--- config.mk ---
export PLATFORM = sky130hd
export DESIGN_NAME = step_cmd_ctrl_flat
export DESIGN_NICKNAME = d
export VERILOG_FILES = /design/src/rtl/step_cmd_ctrl_if.sv /design/src/rtl/step_cmd_ctrl.sv /design/src/flat_wrapper.sv
export SDC_FILE = /design/constraint.sdc
export NUM_CORES = 1
export LEC_CHECK = 0
export ABC_AREA = 1
export CAP_MARGIN = 0
export CORE_UTILIZATION = 30
export CTS_BUF_LIST = sky130_fd_sc_hd__clkbuf_8
export CTS_CLUSTER_DIAMETER = 150
export CTS_CLUSTER_SIZE = 40
export DETAILED_ROUTE_END_ITERATION = 16
export GPL_ROUTABILITY_DRIVEN = 0
export PLACE_DENSITY = 0.48
export SYNTH_ARGS = -nofsm -noshare
export SYNTH_HDL_FRONTEND = slang
export SYNTH_SLANG_ARGS = --single-unit
--- constraint.sdc ---
create_clock -name clk_in -period 8.4 [get_ports clk_in]
set_clock_uncertainty 0.1 [all_clocks]
set_input_delay 1.68 -clock clk_in [delete_from_list [all_inputs] [get_ports clk_in]]
set_output_delay 1.68 -clock clk_in [all_outputs]
set_load 0.05 [all_outputs]
--- src/rtl/step_cmd_ctrl_if.sv ---
// Command channel from the debug host into the step-counter front-end.
// A command moves on any posedge where cmd_valid and cmd_ready are both high.
interface step_cmd_ctrl_if #(
    parameter int ARG_W = 32
);
    logic             cmd_valid;
    logic             cmd_ready;
    logic [1:0]       cmd_op;
    logic [ARG_W-1:0] cmd_arg;

    modport master (output cmd_valid, output cmd_op, output cmd_arg, input  cmd_ready);
    modport slave  (input  cmd_valid, input  cmd_op, input  cmd_arg, output cmd_ready);
endinterface

--- src/rtl/step_cmd_ctrl.sv ---
// Run/step/resume/halt front-end for the gated-clock step counter.
// It owns the cumulative target trg_count and reports run completion on done.
module step_cmd_ctrl #(
    parameter int CNT_W = 64,
    parameter int ARG_W = 32
) (
    input  logic             clk_in,
    input  logic             rst,
    step_cmd_ctrl_if.slave   cmd,
    input  logic             match,
    output logic             active,
    output logic [CNT_W-1:0] trg_count,
    output logic             busy,
    output logic             done,
    output logic             cmd_err,
    output logic             sat
);
    typedef enum logic [1:0] {IDLE, RUNNING, PAUSED} state_e;
    typedef enum logic [1:0] {OP_RUN, OP_STEP, OP_RESUME, OP_HALT} op_e;

    state_e           state, state_nx;
    op_e              op;
    logic [ARG_W-1:0] arg;
    logic             acc, is_ext, is_free;
    logic [CNT_W-1:0] inc, trg_nx;
    logic [CNT_W:0]   sum;
    logic             done_nx, err_nx, sat_nx;

    assign cmd.cmd_ready = !rst;
    assign op            = op_e'(cmd.cmd_op);
    assign arg           = cmd.cmd_arg;
    assign acc           = cmd.cmd_valid && cmd.cmd_ready;
    assign is_ext        = acc && (op == OP_RUN || op == OP_STEP);
    assign is_free       = (op == OP_RUN) && (arg == '0);
    assign inc           = (op == OP_STEP) ? CNT_W'(1) : CNT_W'(arg);
    // One extra bit catches the carry so the target pins at all-ones instead of wrapping.
    assign sum           = {1'b0, trg_count} + {1'b0, inc};

    always_comb begin
        state_nx = state;
        trg_nx   = trg_count;
        done_nx  = 1'b0;
        err_nx   = 1'b0;
        sat_nx   = sat;

        if (is_ext) begin
            if (is_free) begin
                trg_nx = '1;
            end else if (sum[CNT_W]) begin
                trg_nx = '1;
                sat_nx = 1'b1;
            end else begin
                trg_nx = sum[CNT_W-1:0];
            end
        end

        case (state)
            IDLE: begin
                if (is_ext)   state_nx = RUNNING;
                else if (acc) err_nx   = 1'b1;
            end
            RUNNING: begin
                // An extend beats completion; completion beats a same-edge HALT.
                if (!is_ext && match) begin
                    state_nx = IDLE;
                    done_nx  = 1'b1;
                end else if (acc && op == OP_HALT) begin
                    state_nx = PAUSED;
                end
                if (acc && op == OP_RESUME) err_nx = 1'b1;
            end
            PAUSED: begin
                if (acc && op == OP_RESUME)    state_nx = RUNNING;
                else if (acc && op == OP_HALT) err_nx   = 1'b1;
            end
            default: state_nx = IDLE;
        endcase
    end

    always_ff @(posedge clk_in) begin
        if (rst) begin
            state     <= IDLE;
            trg_count <= '0;
            done      <= 1'b0;
            cmd_err   <= 1'b0;
            sat       <= 1'b0;
        end else begin
            state     <= state_nx;
            trg_count <= trg_nx;
            done      <= done_nx;
            cmd_err   <= err_nx;
            sat       <= sat_nx;
        end
    end

    assign active = (state == RUNNING);
    assign busy   = (state != IDLE);
endmodule
--- src/flat_wrapper.sv ---
// flat-port wrapper written by rule: the top's interface ports become plain ports
module step_cmd_ctrl_flat 
#(
    parameter int CNT_W = 64,
    parameter int ARG_W = 32
)
  (clk_in, rst, match, active, trg_count, busy, done, cmd_err, sat, cmd_cmd_valid, cmd_cmd_op, cmd_cmd_arg, cmd_cmd_ready);
  step_cmd_ctrl_if #(.ARG_W(ARG_W)) cmd_i ();
  input  logic clk_in;
  input  logic rst;
  input  logic match;
  output logic active;
  output logic [CNT_W-1:0] trg_count;
  output logic busy;
  output logic done;
  output logic cmd_err;
  output logic sat;
  input wire logic [$bits(cmd_i.cmd_valid)-1:0] cmd_cmd_valid;
  input wire logic [$bits(cmd_i.cmd_op)-1:0] cmd_cmd_op;
  input wire logic [$bits(cmd_i.cmd_arg)-1:0] cmd_cmd_arg;
  output wire logic [$bits(cmd_i.cmd_ready)-1:0] cmd_cmd_ready;
  assign cmd_i.cmd_valid = cmd_cmd_valid;
  assign cmd_i.cmd_op = cmd_cmd_op;
  assign cmd_i.cmd_arg = cmd_cmd_arg;
  assign cmd_cmd_ready = cmd_i.cmd_ready;
  step_cmd_ctrl #(.CNT_W(CNT_W), .ARG_W(ARG_W)) u_core (.clk_in(clk_in), .rst(rst), .cmd(cmd_i), .match(match), .active(active), .trg_count(trg_count), .busy(busy), .done(done), .cmd_err(cmd_err), .sat(sat));
endmodule
==> results of run 1 <==
[cell families after synthesis]
group,Yosys count
adder cells (fa/ha/maj),33
XOR/XNOR,7
flip-flops,69
AO/OA/AOI/OAI,75
buffers and inverters,258
AND/OR/NAND/NOR,888
[registers in the layout, summed over array words and instances (netlist names)]
name	count
u_core.done	1
u_core.state	2
u_core.sat	1
u_core.cmd_err	1
u_core.trg_count	64
[through the flow]
step	hold slack, ns	area [um^2]	setup slack, ns
final	0.375	8610	3.43
after global routing	0.396	8610	3.00
after detailed placement	0.353	8390	3.01
after floorplan	0.323	7030	3.86
after CTS	0.373	8610	3.40
after global placement	0.349	8390	3.00
[layer usage]
| layer | vias up | track usage | wire length (um) |
|---|---|---|---|
| met1 | 3661 | 0.288 | 12200 |
| met3 | 38 | 0.0326 | 1340 |
| li1 | 4262 | - | - |
| met2 | 204 | 0.358 | 11300 |
| met5 | - | 0 | 0 |
| met4 | 0 | 0.0707 | 621 |
[final timing paths]
check	start	end	slack [ns]	cells after the start
max reg2reg	u_core.trg_count[0]	u_core.trg_count[45]	5.41	16
min reg2reg	u_core.sat	u_core.sat	0.37	1
min	u_core.sat	u_core.sat	0.37	1
max	cmd_cmd_op[1]	u_core.trg_count[45]	3.43	19
[worst register-to-register path, stage by stage (launching register included)]
cell and delay [ns]:
dfxtp_1 0.34, ha_1 0.26, fa_1 0.45, nand2_1 0.12
nand3_1 0.09, nand3_1 0.11, nand2_2 0.10, nand2_1 0.08
nand2_1 0.13, nand2_1 0.12, nand2_2 0.08, nand2_4 0.12
nand2_4 0.09, nand2_4 0.20, inv_4 0.24, nor2_1 0.20
nor2_1 0.05
[cells in the mapped netlist, drive strengths merged]
library cell / number
a21boi: 2
a21o: 1
a21oi: 32
a22oi: 1
a31oi: 1
a41oi: 2
and2: 2
buf: 12
clkbuf: 15
dfxtp: 69
fa: 1
ha: 32
inv: 231
nand2: 500
nand3: 88
nand3b: 25
nand4: 22
nor2: 218
nor3: 15
nor3b: 1
nor4: 7
nor4b: 1
o211ai: 2
o21a: 1
o21ai: 29
o21bai: 2
o22ai: 2
or2: 9
xnor2: 4
xor2: 3
[layout by cell type (no fill, tap or decap), types with 22 or more instances in the layout]
master	count
nand2_1	490
inv_1	227
nor2_1	210
clkdlybuf4s50_1	106
nand3_1	88
dfxtp_1	69
a21oi_1	32
ha_1	32
o21ai_0	29
nand3b_1	25
nand4_1	22
[power groups by stage]
stage | clock (mW) | combinational [mW] | sequential (mW)
global route | 0.348 | 0.311 | 0.354
global placement | 0 | 0.280 | 0.360
CTS | 0.339 | 0.281 | 0.352
floorplan | 0 | 0.160 | 0.388
detailed placement | 0 | 0.280 | 0.359
finish | 0.329 | 0.280 | 0.351
[cell type report]
type	count	area share
multi-input cells	1003	0.540
well taps	313	0.0455
inverters	231	0.101
flip-flops and latches	69	0.160
clock buffers	9	0.0144
clock inverters	7	0.0112
repair buffers	112	0.128
==> impl_results.md, run 1 <==
- Max clock buf depth: 2
- Number of clock sinks: 69
- Fillers: 2626
- Yosys cell types: 40
- Multi-input logic area: 0.00465 mm^2
- Routed vias/inst: 4.68
- Vias post-DR: 8165
- Total CTS buffers: 9
- Final Hold Fails: 0
- Hpwl dp: 20300 um
- Die X: 155 um
- Residual DRC: 0
- Initial Util: 0.309
- Initial antenna violation count: 0
- Mux contribution to synthesized area: 0
- Setup TNS: 0 ns
- Compound-Gate Fraction of Synth Area: 0.0582
- Synth Area in XOR/XNOR: 0.00872
- Ant diodes: 0
- Synth area leaders: nand2_1, dfxtp_1, inv_1
- Fin cells: 1744
- Leakage: 4.41 nW
- Nets: 1497
- Area share of fa/ha/maj cells after synthesis: 0.0598
- CP Max Fanout: 40
- CTS tree: done
- Synth Cell Area: 0.00703 mm^2
- Core area: 0.0228 mm^2
- Buf/Inv on CP: 3
- GRT Total Usage: 0.217
- Worst setup EP type: flip-flop
- Gate Count Post-Synth: 1330
- Final setup viols: 0
- Register area: 0.00138 mm^2
- H-tree levels: 3
- Input/output buffers: 107
- Avg Inst Size Synth: 5.29 um^2
- Slowest cell on the critical path: clkdlybuf4s50_1
- Placed insts: 1728
- Root Driver: clkbuf_8
- Largest delay share family, worst path: simple AND/OR/NAND/NOR gates
- Critical path startpoint category: primary input
- Setup Buffers After CTS: 0
- Min Tclk post-route: 4.97 ns
- FMAX: 201 MHz
- Total of max-cap violations: 0
- Status: completed
- Final Util: 0.378
- Clock transition at the registers of the reported paths: 0.10 ns
- Antenna-violating nets left: 0
- Post-DR wirelength/cell: 14.6 um
- Clock Power Share: 0.342
- Seq/Total Area, Yosys: 0.196
- Largest family of logic cells by synthesized area: simple AND/OR/NAND/NOR gates
- Synth top area share: 0.262
- Synth Warn #: 0
- Drt first pass iters: 5
- P_int: 0.606 mW
- Die H: 155 um
- Flops & latches, synth: 69
- # rows: 55
- Sw Share: 0.370
- Syn nets: 1401
- GRT Residual Overflow: 0
- Total power: 0.961 mW
- Worst-skew pair later-pin latency: 0.38 ns
- Pwr/cell area: 112 mW/mm^2
- Total net switching power: 0.355 mW
- Synthesized-area fraction occupied by and/or/nand/nor cells: 0.534
- Area grow syn2layout: 22.5%
- CP peak stage delay: 0.54 ns
- Share of post-route cells with drive strength above 1: 0.0391
- Critical path required time: 8.62 ns
- Cell taking the most area after synthesis: nand2_1
- Worst vdd ir: 0.0638 mV
- Gate power share: 0.292
- Die area: 0.0241 mm^2
- Post-CTS Hold Buffers: 0
- Sequential Power Share: 0.366
- Cts repair resizes: 0
- Worst-margin pin slew: 0.829 ns
- Vias in the first global route: 7648
- Largest net degree at the start of global routing: 74
- IO Pins: 108
- RSZ-0062 raised after global routing: false
- Period utilisation layout: 0.592
- Critical path cell sequence: clkdlybuf4s50_1 > nor2_2 > buf_4 > nor2_1 > ha_1 > nand2_1 > nor2_1 > nand3_1 > nand2_2 > nand2_1 > nand2_1 > nand2_1 > nand2_2 > nand2_4 > nand2_4 > nand2_4 > inv_4 > nor2_1 > nor2_1
- Final Max Tran Viols: 0
- Worst hold path class: flip-flop to flip-flop
- First-pass GRT wire length: 40500 um
- Number of DRC markers in iteration 0: 445
- Setup CP Type: primary input to flip-flop
- Max-Slew Margin vs Limit: 0.448
- Arr. time, crit path: 5.20 ns
- Drt total wl: 25500 um
No activity file was read; power rests on OpenSTA's default activity.
==> run 2: changes to the inputs <==
- clock period: 8.4 -> 4.6 ns (I/O delays scaled with it)
==> impl_results.md, run 2 (synthesized netlist as in run 1, its figures left out) <==
- Status: completed
- Hpwl dp: 20800 um (+2.4%)
- Final Util: 0.380 (+0.00187)
- Final Hold Fails: 0 (unchanged)
- Setup TNS: 0 ns (unchanged)
- Root Driver: clkbuf_8
- Routed vias/inst: 4.63 (-1.2%)
- Largest registers: u_core.trg_count x64, u_core.state x2
- # rows: 55 (unchanged)
- CTS tree: done
- Worst-skew pair later-pin latency: 0.38 ns (about the same)
- Register area: 0.00138 mm^2 (unchanged)
- Core area: 0.0228 mm^2 (unchanged)
- Arr. time, crit path: 4.12 ns (-1.08 ns)
- RSZ-0062 raised after global routing: false
- GRT Total Usage: 0.220 (+0.00343)
- Worst hold path class: flip-flop to flip-flop
- IO Pins: 108 (unchanged)
- FMAX: 256 MHz
- Max reg flops: 64 (unchanged)
- Largest Register: u_core.trg_count
- Number of clock sinks: 69 (unchanged)
- Leakage: 4.42 nW (+0.33%)
- Min Tclk post-route: 3.91 ns
- Most frequent cells in the layout: nand2_1, inv_1, nor2_1, clkdlybuf4s50_1, nand3_1
- Met1 WL: 12400 um (+1.2%)
- Die area: 0.0241 mm^2 (unchanged)
- First-pass GRT wire length: 41000 um (+1.2%)
- R2R Path Start: u_core.trg_count[0]
- Total of max-cap violations: 0 (unchanged)
- Critical path required time: 4.81 ns (-3.81 ns)
- Nets: 1502 (+0.33%)
- Cts repair resizes: 0 (unchanged)
- Largest net degree at the start of global routing: 51 (-31%)
- Period utilisation layout: 0.851
- CP Max Fanout: 40 (unchanged)
- Highest metal used: met4
- Die X: 155 um (unchanged)
- GRT Residual Overflow: 0 (unchanged)
- Vias post-DR: 8089 (-0.93%)
- Clock transition at the registers of the reported paths: 0.08 ns (-0.02 ns)
- Input/output buffers: 107 (unchanged)
- Worst-margin pin slew: 0.572 ns (-0.257 ns)
- Residual DRC: 0 (unchanged)
- Setup Buffers After CTS: 0 (unchanged)
- Final Max Tran Viols: 0 (unchanged)
- WHS: 0.368 ns (-0.00690 ns)
- Worst setup EP type: flip-flop
- Total CTS buffers: 9 (unchanged)
- Share of post-route cells with drive strength above 1: 0.0418 (+0.00268)
- Metal2 WL: 11500 um (+1.5%)
- Antenna-violating nets left: 0 (unchanged)
- Vias in the first global route: 7592 (-0.73%)
- Drt total wl: 25600 um (+0.62%)
- Initial antenna violation count: 0 (unchanged)
- Initial Util: 0.309 (unchanged)
- Max clock buf depth: 2 (unchanged)
- Commonest non-fill, non-tap cell in the layout: nand2_1
- Multi-input logic area: 0.00465 mm^2 (unchanged)
- R2r setup slk: 1.78 ns (-3.63 ns)
- Max-Slew Margin vs Limit: 0.619 (+0.171)
- Worst vdd ir: 0.125 mV (+95%)
- Setup CP Type: primary input to flip-flop
- H-tree levels: 3 (unchanged)
- WHS Path Cells: 1 (unchanged)
- Drt first pass iters: 5 (unchanged)
- WHS Endpoint: u_core.sat
- Worst r2r path cells: 16 (unchanged)
- Post-DR wirelength/cell: 14.7 um (+0.39%)
- Ant diodes: 0 (unchanged)
- Die H: 155 um (unchanged)
- Reg-to-reg critical path endpoint: u_core.trg_count[36]
- Pwr/cell area: 202 mW/mm^2 (+81%)
- Final setup viols: 0 (unchanged)
- Met3 Wirelength: 1190 um (-11%)
- Area grow syn2layout: 23.1%
- Fillers: 2674 (+1.8%)
- Post-CTS Hold Buffers: 0 (unchanged)
- Number of DRC markers in iteration 0: 508 (+14%)
- Critical path startpoint category: primary input
- Min-delay src: u_core.sat
## run 2: cell count changes in the layout (fill, tap and decap cells not counted), sizes merged
cell      before  now
clkinvlp       0    2
buf            6   11
inv          233  231
clkinv         3    2
## run 2: per-stage QoR
stage,setup WS [ns],instances,instance area [um^2],total power [mW]
after global placement,0.275,1733,8440,1.17
after floorplan,1.28,1330,7030,1.00
after global routing,0.347,1748,8660,1.85
after detailed placement,0.264,1733,8440,1.17
after CTS,0.661,1748,8660,1.77
final,0.686,1748,8660,1.75
## run 2: worst max-delay path, cell delays in order
cell and delay (ns):
clkdlybuf4s50_1 0.54, nor2_2 0.21, buf_12 0.19, nor2_1 0.06
ha_1 0.35, nand2_1 0.11, nor2_1 0.17, nand3_1 0.12
nand2_2 0.13, nand2_1 0.08, nand2_1 0.15, nand2_1 0.09
nand2_2 0.09, nand2_4 0.10, nand2_4 0.12, nand2_4 0.07
inv_4 0.39, nor2_1 0.10, nor2_1 0.09
## run 2: area by class of cell
type	count	share of cell area
Clock buffer	9	0.0143
Clock inverter	6	0.0103
Inverter	231	0.100
Timing Repair Buffer	117	0.133
Tap cell	313	0.0452
Sequential cell	69	0.160
Multi-Input combinational cell	1003	0.537
## run 2: worst max-delay path by stage
stage                  start                    to  slack [ns]  cells past startpoint
6_report       cmd_cmd_op[1]  u_core.trg_count[36]        0.69                     19
5_1_grt        cmd_cmd_op[1]  u_core.trg_count[51]        0.35                     19
4_1_cts        cmd_cmd_op[1]  u_core.trg_count[36]        0.66                     19
3_5_place_dp   cmd_cmd_op[1]  u_core.trg_count[56]        0.26                     19
3_3_place_gp   cmd_cmd_op[1]  u_core.trg_count[49]        0.27                     19
2_1_floorplan  cmd_cmd_op[0]  u_core.trg_count[25]        1.28                     19
## run 2: routing by layer
layer,vias up,GRT usage
li1,4275,-
met1,3585,0.299
met2,198,0.359
met3,31,0.0309
met4,0,0.0693
met5,-,0
## run 2: power by group
group          switching, mW  total (mW)  leakage, nW  internal (mW)
Clock                  0.285       0.588        0.101          0.303
Sequential            0.0223       0.643        0.560          0.621
Combinational          0.337       0.516         3.76          0.179
==> run 3: changes to the inputs <==
- CORE_UTILIZATION: 30 -> 25
- GPL_ROUTABILITY_DRIVEN: 0 -> not set
- PLACE_DENSITY: 0.48 -> 0.41
- SETUP_SLACK_MARGIN: not set -> 0.4
==> impl_results.md, run 3 (synthesized netlist as in run 1, its figures left out) <==
- Status: completed
- Setup Buffers After CTS: 0 (unchanged)
- Post-CTS Hold Buffers: 0 (unchanged)
- Vias in the first global route: 7813 (+2.9%)
- Vias post-DR: 8152 (+0.78%)
- Largest registers: u_core.trg_count x64, u_core.state x2
- Clock transition at the registers of the reported paths: 0.10 ns (+0.02 ns)
- Most frequent cells in the layout: nand2_1, inv_1, nor2_1, clkdlybuf4s50_1, nand3_1
- Routed vias/inst: 4.48 (-3.1%)
- Slowest cell on the critical path: clkdlybuf4s50_1
- Drt total wl: 27600 um (+7.6%)
- FMAX: 258 MHz (+1.0%)
- H-tree levels: 3 (unchanged)
- Placed insts: 1802 (+4.0%)
- WHS Path Cells: 1 (unchanged)
- Total power: 1.78 mW (+2.0%)
- Fillers: 3211 (+20%)
- Max reg flops: 64 (unchanged)
- Reg-to-reg critical path endpoint: u_core.trg_count[57]
- Die X: 170 um (+9.4%)
- Worst hold path class: flip-flop to flip-flop
- R2R Path Start: u_core.trg_count[0]
- Number of clock sinks: 69 (unchanged)
- Hpwl dp: 22500 um (+8.3%)
- Final Hold Fails: 0 (unchanged)
- # rows: 61 (+11%)
- Nets: 1506 (+0.27%)
- CP peak stage delay: 0.49 ns (-0.05 ns)
- RSZ-0062 raised after global routing: false
- Core area: 0.0277 mm^2 (+22%)
- Area grow syn2layout: 24.9%
- RD Place Congestion: 0.907
- Initial Util: 0.254 (-0.0549)
- Fin cells: 1818 (+4.0%)
- Number of DRC markers in iteration 0: 531 (+4.5%)
- Ant diodes: 0 (unchanged)
- Antenna-violating nets left: 0 (unchanged)
- Critical path cell sequence: clkdlybuf4s50_1 > inv_1 > nor2_2 > buf_12 > nor2_1 > ha_1 > buf_4 > nand2_1 > nor2_1 > inv_1 > nor2_1 > nand3b_1 > nand3_1 > nand2_1 > nand2_1 > nand2_1 > nand2_1 > nand2_1 > nor2_1 > nor2_1
- Final setup viols: 0 (unchanged)
- WHS: 0.359 ns (-0.00847 ns)
- Final Max Tran Viols: 0 (unchanged)
- WHS Endpoint: u_core.cmd_err
- Largest Register: u_core.trg_count
- CP Max Fanout: 31 (-23%)
- Period utilisation layout: 0.842 (-0.00858)
- Arr. time, crit path: 4.04 ns (-0.08 ns)
- Residual DRC: 0 (unchanged)
- Commonest non-fill, non-tap cell in the layout: nand2_1
- Leakage: 4.45 nW (+0.68%)
- Die H: 170 um (+9.4%)
- Root Driver: clkbuf_8
- Max clock buf depth: 2 (unchanged)
- GRT Residual Overflow: 0 (unchanged)
- Fin worst setup slack: 0.726 ns (+0.0395 ns)
- Total of max-cap violations: 0 (unchanged)
- Setup CP Type: primary input to flip-flop
- Largest net degree at the start of global routing: 51 (unchanged)
- IO Pins: 108 (unchanged)
- Post-Place Setup Slack: 0.138 ns (-0.126 ns)
- Drt first pass iters: 5 (unchanged)
- Setup TNS: 0 ns (unchanged)
- GRT Total Usage: 0.197 (-0.0232)
- Initial antenna violation count: 0 (unchanged)
- Share of post-route cells with drive strength above 1: 0.0451 (+0.00333)
- Worst setup EP type: flip-flop
- Critical path required time: 4.77 ns (-0.04 ns)
- Worst-margin pin slew: 0.824 ns (+0.252 ns)
- Pwr/cell area: 203 mW/mm^2 (+0.57%)
- CP dominant cell by count: nand2_1
- Max-Slew Margin vs Limit: 0.450 (-0.169)
- R2r setup slk: 1.74 ns (-0.04 ns)
- Worst r2r path cells: 17 (+1)
- Post-DR wirelength/cell: 15.2 um (+3.5%)
- Multi-input logic area: 0.00465 mm^2 (unchanged)
- Min Tclk post-route: 3.87 ns (-0.0395 ns)
- Worst vdd ir: 0.0946 mV (-24%)
- Worst-skew pair later-pin latency: 0.39 ns (about the same)
- Critical path startpoint category: primary input
- CTS tree: done
- Total CTS buffers: 9 (unchanged)
- Input/output buffers: 107 (unchanged)
- First-pass GRT wire length: 43200 um (+5.4%)
- Register area: 0.00138 mm^2 (unchanged)
- Min-delay src: u_core.state[0]
- Die area: 0.0288 mm^2 (+20%)
run 3: cell count changes in the layout (fill, tap and decap cells not counted), sizes merged:
cell      previous run  this run
inv                231       232
clkinvlp             2         1
buf                 11        15
clkinv               2         3
run 3: per-layer routing:
layer | track usage | up-vias | routed length (um) | share of wire
met5 | 0 | - | 0 | 0
met4 | 0.0431 | 0 | 346 | 0.013
met3 | 0.0236 | 18 | 1030 | 0.037
met2 | 0.337 | 158 | 12800 | 0.46
met1 | 0.262 | 3692 | 13400 | 0.49
li1 | - | 4284 | - | -
run 3: stage by stage:
step	utilization	instance area [um^2]
2_1_floorplan	-	7030
3_3_place_gp	0.309	8550
3_5_place_dp	0.309	8550
4_1_cts	0.317	8780
5_1_grt	0.317	8780
6_report	0.317	8780
run 3: power by group:
group | switching, mW | internal [mW]
logic | 0.345 | 0.183
clock network | 0.303 | 0.308
registers | 0.0222 | 0.621
run 3: how the worst max path moves through the flow:
stage | from | to | slack, ns | depth (start not counted)
after floorplan | cmd_cmd_op[0] | u_core.trg_count[25] | 1.28 | 19
after global placement | cmd_cmd_op[0] | u_core.trg_count[35] | 0.17 | 20
after detailed placement | cmd_cmd_op[0] | u_core.trg_count[36] | 0.14 | 20
after CTS | cmd_cmd_op[0] | u_core.trg_count[37] | 0.54 | 20
after global routing | cmd_cmd_op[0] | u_core.trg_count[33] | 0.42 | 20
final | cmd_cmd_op[0] | u_core.trg_count[35] | 0.73 | 20
run 3: critical path: cells and delay by family:
| family | cells | cell delay [ns] |
|---|---|---|
| fa+ha+maj | 1 | 0.30 |
| buf+inv | 5 | 0.97 |
| simple gates | 14 | 1.82 |
run 3: timing repair:
action / CTS / global route
resized for setup: 0 / 2
endpoints found under the setup margin: 0 / 40
endpoints found under the hold margin: 0 / 0
run 3: area by class of cell:
type	instances	area share
Multi-Input combinational cell	1003	0.529
Sequential cell	69	0.157
Timing Repair Buffer	121	0.135
Inverter	231	0.0996
Tap cell	378	0.0539
Clock buffer	9	0.0141
Clock inverter	7	0.0113
